--- config.mk ---
export PLATFORM = sky130hd
export DESIGN_NAME = control_unit
export DESIGN_NICKNAME = d
export VERILOG_FILES = /design/src/rtl/cpu_pkg.sv /design/src/rtl/instr_class_decode.sv /design/src/rtl/control_unit.sv
export SDC_FILE = /design/constraint.sdc
export NUM_CORES = 1
export LEC_CHECK = 0
export ABC_AREA = 0
export CAP_MARGIN = 20
export CORE_UTILIZATION = 40
export CTS_BUF_LIST = sky130_fd_sc_hd__clkbuf_4
export CTS_CLUSTER_DIAMETER = 100
export DETAILED_ROUTE_END_ITERATION = 16
export PLACE_DENSITY = 0.76
export SLEW_MARGIN = 20
export SYNTH_ARGS = -nofsm -noshare
export SYNTH_HDL_FRONTEND = slang
export SYNTH_SLANG_ARGS = --single-unit
--- constraint.sdc ---
create_clock -name clk -period 1.7 [get_ports clk]
set_input_delay 0.425 -clock clk [delete_from_list [all_inputs] [get_ports clk]]
set_output_delay 0.425 -clock clk [all_outputs]
set_load 0.01 [all_outputs]
--- src/rtl/cpu_pkg.sv ---
// -----------------------------------------------------------------------------
// cpu_pkg
// Definitions shared by the CPU control unit and its opcode decoder.
//   - 5-bit opcode constants for every opcode the sequencer recognises
//   - state_e        : sequencer states (reset, fetch, execute steps, pause/halt)
//   - instr_class_e  : execute-sequence class chosen at the end of FETCH2
//   - alu_src_e      : where the alu_instruction output is taken from
//   - ctrl_t         : one bundle holding every datapath control output
//   - ctrl_base()    : starting value for a state's control bundle
//   - is_short_exec(): classes whose execute sequence ends after T5
// -----------------------------------------------------------------------------
package cpu_pkg;

  // Opcodes, IR[31:27]
  localparam logic [4:0] OP_LD   = 5'b00000;
  localparam logic [4:0] OP_LDI  = 5'b00001;
  localparam logic [4:0] OP_ST   = 5'b00010;
  localparam logic [4:0] OP_ADD  = 5'b00011;
  localparam logic [4:0] OP_SUB  = 5'b00100;
  localparam logic [4:0] OP_AND  = 5'b01010;
  localparam logic [4:0] OP_OR   = 5'b01011;
  localparam logic [4:0] OP_ADDI = 5'b01100;
  localparam logic [4:0] OP_ANDI = 5'b01101;
  localparam logic [4:0] OP_ORI  = 5'b01110;
  localparam logic [4:0] OP_BR   = 5'b10011;
  localparam logic [4:0] OP_NOP  = 5'b11010;
  localparam logic [4:0] OP_HALT = 5'b11011;

  typedef enum logic [3:0] {
    RESET_ST = 4'd0,
    FETCH0   = 4'd1,
    FETCH1   = 4'd2,
    FETCH2   = 4'd3,
    T3       = 4'd4,
    T4       = 4'd5,
    T5       = 4'd6,
    T6       = 4'd7,
    T7       = 4'd8,
    PAUSED   = 4'd9,
    HALTED   = 4'd10
  } state_e;

  typedef enum logic [2:0] {
    CLS_ALU3 = 3'd0,
    CLS_IMM  = 3'd1,
    CLS_LDI  = 3'd2,
    CLS_LD   = 3'd3,
    CLS_ST   = 3'd4,
    CLS_BR   = 3'd5,
    CLS_NOP  = 3'd6,
    CLS_HALT = 3'd7
  } instr_class_e;

  typedef enum logic [1:0] {
    ALU_SRC_ZERO = 2'd0,  // reset: every output must read 0
    ALU_SRC_IR   = 2'd1,  // pass the opcode straight through
    ALU_SRC_ADD  = 2'd2   // force an add for address/branch-target sums
  } alu_src_e;

  typedef struct packed {
    logic     pc_enable;
    logic     pc_increment_enable;
    logic     ir_enable;
    logic     y_enable;
    logic     z_enable;
    logic     mar_enable;
    logic     mdr_enable;
    logic     r_enable;
    logic     con_enable;
    logic     read;
    logic     write;
    logic     gra;
    logic     grb;
    logic     grc;
    logic     ba_select;
    logic     pc_select;
    logic     z_lo_select;
    logic     mdr_select;
    logic     c_select;
    logic     r_select;
    alu_src_e alu_src;
    logic     run;
  } ctrl_t;

  // All strobes low and the ALU opcode forced to zero.
  localparam ctrl_t CTRL_IDLE = '0;

  // Quiet bundle for any non-reset state: no strobes, opcode passed through.
  function automatic ctrl_t ctrl_base(input logic running);
    ctrl_t c;
    c         = CTRL_IDLE;
    c.alu_src = ALU_SRC_IR;
    c.run     = running;
    return c;
  endfunction

  // ALU3, IMM and LDI write their result in T5 and are finished there.
  function automatic logic is_short_exec(input instr_class_e cls);
    logic short_s;
    case (cls)
      CLS_ALU3, CLS_IMM, CLS_LDI: short_s = 1'b1;
      default:                    short_s = 1'b0;
    endcase
    return short_s;
  endfunction

endpackage

--- src/rtl/instr_class_decode.sv ---
// -----------------------------------------------------------------------------
// instr_class_decode
// Combinational opcode-to-class map used to pick the execute sequence.
// Any opcode that is not recognised is treated as a NOP so the sequencer
// simply fetches the next instruction.
//   opcode      in  5 : IR[31:27]
//   instr_class out   : execute-sequence class
// -----------------------------------------------------------------------------
module instr_class_decode
  import cpu_pkg::*;
(
  input  logic [4:0]   opcode,
  output instr_class_e instr_class
);

  // Opcode lookup; unlisted codes fall through to NOP.
  always_comb begin
    instr_class = CLS_NOP;
    case (opcode)
      OP_ADD, OP_SUB, OP_AND, OP_OR: instr_class = CLS_ALU3;
      OP_ADDI, OP_ANDI, OP_ORI:      instr_class = CLS_IMM;
      OP_LDI:                        instr_class = CLS_LDI;
      OP_LD:                         instr_class = CLS_LD;
      OP_ST:                         instr_class = CLS_ST;
      OP_BR:                         instr_class = CLS_BR;
      OP_HALT:                       instr_class = CLS_HALT;
      OP_NOP:                        instr_class = CLS_NOP;
      default:                       instr_class = CLS_NOP;
    endcase
  end

endmodule

--- src/rtl/control_unit.sv ---
// -----------------------------------------------------------------------------
// control_unit
// Moore sequencer driving the CPU datapath. Every instruction runs a common
// FETCH0..FETCH2 then a class-specific execute sequence (T3..T7). The control
// bundle is registered together with the state: on each edge the bundle for
// the state being entered is computed and captured, so outputs never glitch
// and an asynchronous reset clears them at once.
//
// Parameters
//   ADD_OP               : ALU opcode used for address and branch-target adds
// Ports
//   clk                  in  1  : rising-edge clock
//   reset                in  1  : asynchronous, active-high
//   IR_Data              in  32 : instruction register, opcode in [31:27]
//   con_ff               in  1  : branch condition from the datapath
//   stop                 in  1  : pause request, honoured at instruction boundary
//   PC_enable .. CON_enable out : register load enables
//   read, write             out : memory strobes
//   Gra, Grb, Grc, ba_select out: register-file select controls
//   PC_select .. r_select   out : bus source selects
//   alu_instruction      out 5  : ALU opcode
//   run                  out 1  : high while the sequencer is executing
// -----------------------------------------------------------------------------
module control_unit
  import cpu_pkg::*;
#(
  parameter logic [4:0] ADD_OP = 5'b00011
) (
  input  logic        clk,
  input  logic        reset,
  input  logic [31:0] IR_Data,
  input  logic        con_ff,
  input  logic        stop,
  output logic        PC_enable,
  output logic        PC_increment_enable,
  output logic        IR_enable,
  output logic        Y_enable,
  output logic        Z_enable,
  output logic        MAR_enable,
  output logic        MDR_enable,
  output logic        r_enable,
  output logic        CON_enable,
  output logic        read,
  output logic        write,
  output logic        Gra,
  output logic        Grb,
  output logic        Grc,
  output logic        ba_select,
  output logic        PC_select,
  output logic        Z_LO_select,
  output logic        MDR_select,
  output logic        c_select,
  output logic        r_select,
  output logic [4:0]  alu_instruction,
  output logic        run
);

  state_e       state_r;
  state_e       next_state_s;
  state_e       fetch_entry_s;
  instr_class_e class_s;
  ctrl_t        ctrl_r;
  ctrl_t        ctrl_next_s;
  logic [4:0]   opcode_s;
  logic         ir_unused_s;

  assign opcode_s    = IR_Data[31:27];
  // Operand fields belong to the datapath; only the opcode matters here.
  assign ir_unused_s = ^IR_Data[26:0];

  instr_class_decode u_class_decode (
    .opcode      (opcode_s),
    .instr_class (class_s)
  );

  // Instruction boundary: a pending stop diverts into PAUSED instead of FETCH0.
  always_comb begin
    if (stop) begin
      fetch_entry_s = PAUSED;
    end else begin
      fetch_entry_s = FETCH0;
    end
  end

  // Next-state sequencing; IR is decoded live since it is stable through execute.
  always_comb begin
    next_state_s = RESET_ST;
    case (state_r)
      RESET_ST: next_state_s = fetch_entry_s;
      FETCH0:   next_state_s = FETCH1;
      FETCH1:   next_state_s = FETCH2;
      FETCH2: begin
        case (class_s)
          CLS_NOP:  next_state_s = fetch_entry_s;
          CLS_HALT: next_state_s = HALTED;
          default:  next_state_s = T3;
        endcase
      end
      T3:       next_state_s = T4;
      T4:       next_state_s = T5;
      T5: begin
        if (is_short_exec(class_s)) begin
          next_state_s = fetch_entry_s;
        end else begin
          next_state_s = T6;
        end
      end
      T6: begin
        case (class_s)
          CLS_LD, CLS_ST: next_state_s = T7;
          default:        next_state_s = fetch_entry_s;
        endcase
      end
      T7:       next_state_s = fetch_entry_s;
      PAUSED: begin
        if (stop) begin
          next_state_s = PAUSED;
        end else begin
          next_state_s = FETCH0;
        end
      end
      HALTED:   next_state_s = HALTED;
      default:  next_state_s = RESET_ST;
    endcase
  end

  // Control bundle for the state about to be entered.
  always_comb begin
    ctrl_next_s = ctrl_base(1'b1);
    case (next_state_s)
      RESET_ST: ctrl_next_s = CTRL_IDLE;
      FETCH0: begin
        ctrl_next_s.pc_select  = 1'b1;
        ctrl_next_s.mar_enable = 1'b1;
      end
      FETCH1: begin
        ctrl_next_s.pc_increment_enable = 1'b1;
        ctrl_next_s.read                = 1'b1;
        ctrl_next_s.mdr_enable          = 1'b1;
      end
      FETCH2: begin
        ctrl_next_s.mdr_select = 1'b1;
        ctrl_next_s.ir_enable  = 1'b1;
      end
      T3: begin
        case (class_s)
          CLS_ALU3, CLS_IMM: begin
            ctrl_next_s.grb      = 1'b1;
            ctrl_next_s.r_select = 1'b1;
            ctrl_next_s.y_enable = 1'b1;
          end
          // Base register through the R0-as-zero path for address forming.
          CLS_LDI, CLS_LD, CLS_ST: begin
            ctrl_next_s.grb       = 1'b1;
            ctrl_next_s.ba_select = 1'b1;
            ctrl_next_s.y_enable  = 1'b1;
          end
          CLS_BR: begin
            ctrl_next_s.gra        = 1'b1;
            ctrl_next_s.r_select   = 1'b1;
            ctrl_next_s.con_enable = 1'b1;
          end
          default: ctrl_next_s = ctrl_base(1'b1);
        endcase
      end
      T4: begin
        case (class_s)
          CLS_ALU3: begin
            ctrl_next_s.grc      = 1'b1;
            ctrl_next_s.r_select = 1'b1;
            ctrl_next_s.z_enable = 1'b1;
          end
          CLS_IMM, CLS_LDI: begin
            ctrl_next_s.c_select = 1'b1;
            ctrl_next_s.z_enable = 1'b1;
          end
          // LD/ST opcodes are not adds, so the effective address forces one.
          CLS_LD, CLS_ST: begin
            ctrl_next_s.c_select = 1'b1;
            ctrl_next_s.z_enable = 1'b1;
            ctrl_next_s.alu_src  = ALU_SRC_ADD;
          end
          CLS_BR: begin
            ctrl_next_s.pc_select = 1'b1;
            ctrl_next_s.y_enable  = 1'b1;
          end
          default: ctrl_next_s = ctrl_base(1'b1);
        endcase
      end
      T5: begin
        case (class_s)
          CLS_ALU3, CLS_IMM, CLS_LDI: begin
            ctrl_next_s.z_lo_select = 1'b1;
            ctrl_next_s.gra         = 1'b1;
            ctrl_next_s.r_enable    = 1'b1;
          end
          CLS_LD, CLS_ST: begin
            ctrl_next_s.z_lo_select = 1'b1;
            ctrl_next_s.mar_enable  = 1'b1;
          end
          CLS_BR: begin
            ctrl_next_s.c_select = 1'b1;
            ctrl_next_s.z_enable = 1'b1;
            ctrl_next_s.alu_src  = ALU_SRC_ADD;
          end
          default: ctrl_next_s = ctrl_base(1'b1);
        endcase
      end
      T6: begin
        case (class_s)
          CLS_LD: begin
            ctrl_next_s.read       = 1'b1;
            ctrl_next_s.mdr_enable = 1'b1;
          end
          // read stays low so MDR takes the store data from the bus.
          CLS_ST: begin
            ctrl_next_s.gra        = 1'b1;
            ctrl_next_s.r_select   = 1'b1;
            ctrl_next_s.mdr_enable = 1'b1;
          end
          // con_ff was captured at the end of T3 and is stable here.
          CLS_BR: begin
            ctrl_next_s.z_lo_select = 1'b1;
            ctrl_next_s.pc_enable   = con_ff;
          end
          default: ctrl_next_s = ctrl_base(1'b1);
        endcase
      end
      T7: begin
        case (class_s)
          CLS_LD: begin
            ctrl_next_s.mdr_select = 1'b1;
            ctrl_next_s.gra        = 1'b1;
            ctrl_next_s.r_enable   = 1'b1;
          end
          CLS_ST:  ctrl_next_s.write = 1'b1;
          default: ctrl_next_s = ctrl_base(1'b1);
        endcase
      end
      PAUSED:  ctrl_next_s = ctrl_base(1'b0);
      HALTED:  ctrl_next_s = ctrl_base(1'b0);
      default: ctrl_next_s = CTRL_IDLE;
    endcase
  end

  // State and control bundle registers; reset clears both with no clock.
  always_ff @(posedge clk or posedge reset) begin
    if (reset) begin
      state_r <= RESET_ST;
      ctrl_r  <= CTRL_IDLE;
    end else begin
      state_r <= next_state_s;
      ctrl_r  <= ctrl_next_s;
    end
  end

  // ALU opcode source select.
  always_comb begin
    case (ctrl_r.alu_src)
      ALU_SRC_ZERO: alu_instruction = 5'b00000;
      ALU_SRC_ADD:  alu_instruction = ADD_OP;
      ALU_SRC_IR:   alu_instruction = opcode_s;
      default:      alu_instruction = 5'b00000;
    endcase
  end

  assign PC_enable           = ctrl_r.pc_enable;
  assign PC_increment_enable = ctrl_r.pc_increment_enable;
  assign IR_enable           = ctrl_r.ir_enable;
  assign Y_enable            = ctrl_r.y_enable;
  assign Z_enable            = ctrl_r.z_enable;
  assign MAR_enable          = ctrl_r.mar_enable;
  assign MDR_enable          = ctrl_r.mdr_enable;
  assign r_enable            = ctrl_r.r_enable;
  assign CON_enable          = ctrl_r.con_enable;
  assign read                = ctrl_r.read;
  assign write               = ctrl_r.write;
  assign Gra                 = ctrl_r.gra;
  assign Grb                 = ctrl_r.grb;
  assign Grc                 = ctrl_r.grc;
  assign ba_select           = ctrl_r.ba_select;
  assign PC_select           = ctrl_r.pc_select;
  assign Z_LO_select         = ctrl_r.z_lo_select;
  assign MDR_select          = ctrl_r.mdr_select;
  assign c_select            = ctrl_r.c_select;
  assign r_select            = ctrl_r.r_select;
  assign run                 = ctrl_r.run;

endmodule

* After elaboration in Yosys (flattened, before gate mapping)
Memory sizes are Yosys's and may differ from the RTL's.
Index checks and enable logic that the tools add are counted.
** Cells by class
- Equal/unequal tests :: 29
- Mux-type cells :: 33
- Reductions and logical operators :: 11
** Operators by type and width (number)
- case mux 4 bit (9 select lines) :: 1
- equality test 4 x 3 -> 1 bit, second input constant :: 8
- case mux 5 bit (6 select lines) :: 1
- case mux 5 bit (5 select lines) :: 1
- equality test 4 bit, second input constant :: 6
- equality test 4 x 2 -> 1 bit, second input constant :: 4
- 2-to-1 mux 1 bit :: 15
- equality test 3 bit, second input constant :: 4
- 2-to-1 mux 4 bit :: 3
- case mux 1 bit (2 select lines) :: 6
- case mux 2 bit (3 select lines) :: 2
- OR reduction 3 bit :: 4
- case mux 5 bit (2 select lines) :: 1
- equality test 4 x 1 -> 1 bit, second input constant :: 2
- case mux 4 bit (2 select lines) :: 1
- OR reduction 4 bit :: 2
- equality test 3 x 2 -> 1 bit, second input constant :: 2
- OR reduction 5 bit :: 1
- zero test 4 bit :: 1
- 2-to-1 mux 2 bit :: 2
- OR reduction 2 bit :: 2
- equality test 3 x 1 -> 1 bit, second input constant :: 1
- zero test 3 bit :: 1
- equality test 2 x 1 -> 1 bit, second input constant :: 1
- equality test 2 bit, second input constant :: 1
** Storage, ports and cells
- Flip-flop bits (word level) :: 27
- Memory bits (read-only) :: 96
- Input port bits :: 36
- Word-level logic and storage cells :: 97
- Memories :: 1
** Memories
- (no name shown) :: depth 32, bits a word 3, read ports 1, clocked after memory_dff 0, write ports 0, RTL line instr_class_decode.sv:19 : case (opcode)

* Logic depth before layout (Yosys ltp)
An unclocked memory read counts as a cell.
- Depth in word-level cells :: 10
- Depth in mapped cells :: 8
- Depth with buffers taken out :: 6

* By module
A second synthesis with hierarchy kept.
** Unflattened totals
- Cells, all modules :: 163
- Area total of the unflattened synthesis :: 1527.7 sq um
** Modules (own cells, without submodules)
- control_unit :: times used 1, cells an instance 146, area an instance 1437.6 sq um
- instr_class_decode :: times used 1, cells an instance 17, area an instance 90.1 sq um

* Worst setup path after synthesis
Ideal clock, no wire load.
- Path kind :: input port to flip-flop
- From :: in IR_Data[28]
- To :: reg ctrl_r, in the netlist PC_select
- Setup time :: 0.096 ns
- Arrival time :: 1.676 ns
- Required time :: 1.604 ns
- Setup slack :: -0.073 ns
- Stages :: 8
- Path buffers :: 2
- Cells stage by stage :: buf_6 -> buf_6 -> o21ai_1 -> nand3_1 -> and4b_4 -> a221oi_4 -> nand4b_1 -> o31ai_1
** RTL lines
- from (decl) :: RTL line control_unit.sv:31 : input logic [31:0] IR_Data,
- to (signal assigned) :: RTL line control_unit.sv:253 : ctrl_r <= ctrl_next_s;
- to (decl) :: RTL line control_unit.sv:62 : ctrl_t ctrl_r;

* Worst setup path in the final report
- From :: reg ctrl_r[2] (netlist name)
- To :: out alu_instruction[1]
** Between the ends
- Cells in the longest elaborated chain, start to end :: 2
** RTL lines
- equality test 2 x 1 -> 1 bit or equality test 2 bit (tied branches) :: RTL line control_unit.sv:259 : case (ctrl_r.alu_src)
- case mux 5 bit (2 select lines) * :: RTL line control_unit.sv:259
- to (decl) :: RTL line control_unit.sv:54 : output logic [4:0] alu_instruction,
Every way passes the cells marked *; elsewhere a longest branch is shown, timed or not.

==> impl_metrics.env <==
export IMPL_hold_viol_final=0
export IMPL_fin_setup_tns_ns=-0.0292
export IMPL_rsz0062_at_grt="yes"
export IMPL_netlist_area_leader_share_pct=44.4
export IMPL_fill_cells=309
export IMPL_synth_warning_count=0
export IMPL_io_buffers=34
export IMPL_grt_overflow_total=0
export IMPL_grt_pass1_wl_um=6150
export IMPL_power_mw=2.45
export IMPL_vias_per_cell=5.11
export IMPL_layout_drive_gt1_share_pct=37.6
export IMPL_setup_viol=2
export IMPL_initial_utilization_pct=41.6
export IMPL_cp_num_buf_inv=2
export IMPL_cp_num_cells=5
export IMPL_die_h_um=63.7
export IMPL_powerDensity_nw_per_um2=1060
export IMPL_required_ns=1.27
export IMPL_drt_pass1_iter_count=4
export IMPL_cts_clk_slew_worst_paths_ns=0.13
export IMPL_finalWorstSetupSlack_ns=-0.0163
export IMPL_drtIter0Drc=45
export IMPL_clock_skew_ns=0.00562
export IMPL_root_buffer="clkbuf_4"
export IMPL_design_die_area_um2=4050
export IMPL_tritoncts="yes"
export IMPL_cts_sinks=27
export IMPL_antenna_left=0
export IMPL_syn_inst=158
export IMPL_synth_edf_count=0
export IMPL_dp_hpwl_um=2740
export IMPL_synth_main_ff_cell="dfrtp_1"
export IMPL_synth_nets=196
export IMPL_die_w_um=63.7
export IMPL_leakage_nw=1.09
export IMPL_worstSetupEndpointType="output pin"
export IMPL_rows=22
export IMPL_ir_worst_vdd_mv=0.396
export IMPL_critical_path_cell_chain="inv_2, ha_4, a21oi_2, nor2_1, buf_2"
export IMPL_worstPathArrival_ns=1.29
export IMPL_start_kind="flop"
export IMPL_crit_slowest_cell="dfrtp_1"
export IMPL_holdBufCountCts=0
export IMPL_pin_count=62
export IMPL_worst_pin_slew_ns=0.459
export IMPL_antenna_cells=0
export IMPL_reg_largest_list="state_r: 4 flops, ctrl_r: 2 flops"
export IMPL_cts_made_buffers=3
export IMPL_clk_latency_ns=0.32
export IMPL_coreArea_um2=3660
export IMPL_outcome="finished with violations"
export IMPL_largest_register_ffs=4
export IMPL_place_congestion=0.869
export IMPL_yosysUniqueCellTypes=49
export IMPL_antenna_found_initial=0
export IMPL_regMostFlops="state_r"
export IMPL_syn_avg_cell_area_um2=9.63
export IMPL_relSlewSlack_pct=69.1
export IMPL_post_route_min_period_ns=1.72
export IMPL_yosysTopAreaCell="dfrtp_1"
export IMPL_areaGrowthSynthToFinish_pct=52.0
export IMPL_path_max_fanout=5
export IMPL_wl_per_cell_um=13.0
export IMPL_ys_seq_area_share_pct=44.4
export IMPL_hold_path_class="in2async"
export IMPL_grt_pass1_vias=1365
export IMPL_drc=0
export IMPL_ctsHtreeMaxLevel=1
export IMPL_postSynth_asyncResetShare_pct=100
export IMPL_finalCritPeriodShare_pct=101
export IMPL_max_stage_delay_ns=0.44
export IMPL_critical_path_class="reg2out"
export IMPL_drv_cap=0
export IMPL_rr_worst_depth=5
export IMPL_path_delay_family="flip-flops"
export IMPL_grt_max_degree=28
export IMPL_final_max_slew_viol_count=0
export IMPL_clock_fmax_mhz=583
export IMPL_nets=273
export IMPL_vias=1441
export IMPL_clock_path_buffers=2
export IMPL_drt_total_wl_um=3670
export IMPL_synth_seq_cells=27
export IMPL_track_usage_pct=19.4
export IMPL_violations="setup timing"
export IMPL_syn_area_um2=1520
export IMPL_yosys_top_cells_area="dfrtp_1 (44%), nor2_1 (3.7%), nand2_1 (3.2%), buf_6 (3.0%), inv_1 (3.0%)"
==> logic make-up (layout without fill, tap and decap cells) <==
logic type / Yosys count / after routing / synth area share [%]
XOR/XNOR: 1 / 1 / 1.07
AND/OR/NAND/NOR: 65 / 65 / 24.8
AO/OA/AOI/OAI: 38 / 38 / 18.1
multiplexers: 3 / 3 / 1.97
adder cells (fa/ha/maj): 2 / 2 / 1.64
flip-flops: 27 / 27 / 44.4
buffers and inverters: 22 / 98 / 8.06
==> cells in the mapped netlist (2+ instances only) <==
cell,instances
ha_1,2
and2_1,4
nand2b_1,4
nand3_1,4
a311o_1,2
o31ai_1,2
buf_6,4
nor3_1,2
nand4_1,4
nand4b_1,3
o21ai_0,7
dfrtp_1,27
nand2_2,2
a31o_2,2
nor4_1,2
mux2i_1,3
nand3b_1,2
and3_1,2
nor2_1,15
a31oi_1,2
inv_1,12
nor2b_1,2
buf_2,2
buf_4,2
a21oi_1,7
o21ai_1,3
nand2_1,13
==> layout by cell type, fill, tap and decap left out, types with 3 or more instances in the layout <==
master	count
nor2_1	14
buf_4	43
clkbuf_2	3
o21ai_0	4
mux2i_1	3
inv_2	4
a21oi_1	5
nand4b_1	3
and2_1	3
nand2_1	13
inv_1	8
nand2b_1	4
dfrtp_1	27
buf_2	6
clkdlybuf4s50_1	24
clkbuf_4	3
o21ai_1	5
nand4_1	4
==> tightest hold or removal path, cell delays in order <==
cell	delay, ns
clkdlybuf4s50_1	0.40
inv_1	0.05
buf_4	0.30
==> area by class of cell <==
class	instances	area [um2]	share of cell area, %
Multi-Input combinational cell	109	802	34.7
Timing Repair Buffer	81	696	30.1
Sequential cell	27	676	29.2
Tap cell	48	60.1	2.60
Inverter	13	51.3	2.22
Clock buffer	3	22.5	0.974
Clock inverter	1	5.00	0.216
==> per-layer routing <==
layer  wire, um  global-route usage [%]  up-vias
met2       1780                    32.2       49
met5          0                       0        -
li1           -                       -      716
met3        151                    1.63        5
met1       1690                    26.4      671
met4         46                    6.82        0
==> worst paths after layout <==
| check | from | endpoint | slack [ns] |
|---|---|---|---|
| setup / recovery | ctrl_r[2]$_DFF_PP0_ | alu_instruction[1] | -0.02 |
| hold / removal | reset | Z_LO_select$_DFF_PP0_ | 0.44 |
| setup reg to reg | state_r[3]$_DFF_PP0_ | r_select$_DFF_PP0_ | 0.11 |
| hold reg to reg | state_r[3]$_DFF_PP0_ | PC_increment_enable$_DFF_PP0_ | 0.63 |
| max in group asynchronous | reset | MAR_enable$_DFF_PP0_ | 1.02 |
| min in group clk | IR_Data[31] | c_select$_DFF_PP0_ | 0.58 |
==> metrics by stage <==
stage | instances | hold slack [ns] | area (um2) | util [%] | setup slack [ns]
after floorplan | 158 | 0.478 | 1530 | - | -0.0242
after global placement | 275 | 0.581 | 2200 | 60.1 | -0.633
after detailed placement | 275 | 0.590 | 2200 | 60.1 | -0.683
after CTS | 281 | 0.449 | 2260 | 61.9 | -0.0127
after global routing | 282 | 0.461 | 2310 | 63.2 | -0.106
final | 282 | 0.441 | 2310 | 63.2 | -0.0163
==> timing repair <==
item,in CTS,in global routing
gates resized for setup,41,18
gates cloned,0,1
setup buffers,2,0
pin swaps,12,10
endpoints found under the setup margin,27,11
==> where the power goes <==
group / total [mW] / switching, mW / internal (mW)
Combinational: 1.31 / 0.630 / 0.677
Clock: 0.262 / 0.174 / 0.0882
Sequential: 0.880 / 0.0910 / 0.789
Total: 2.45 / 0.895 / 1.55
Power figures use the tool's default switching activity.
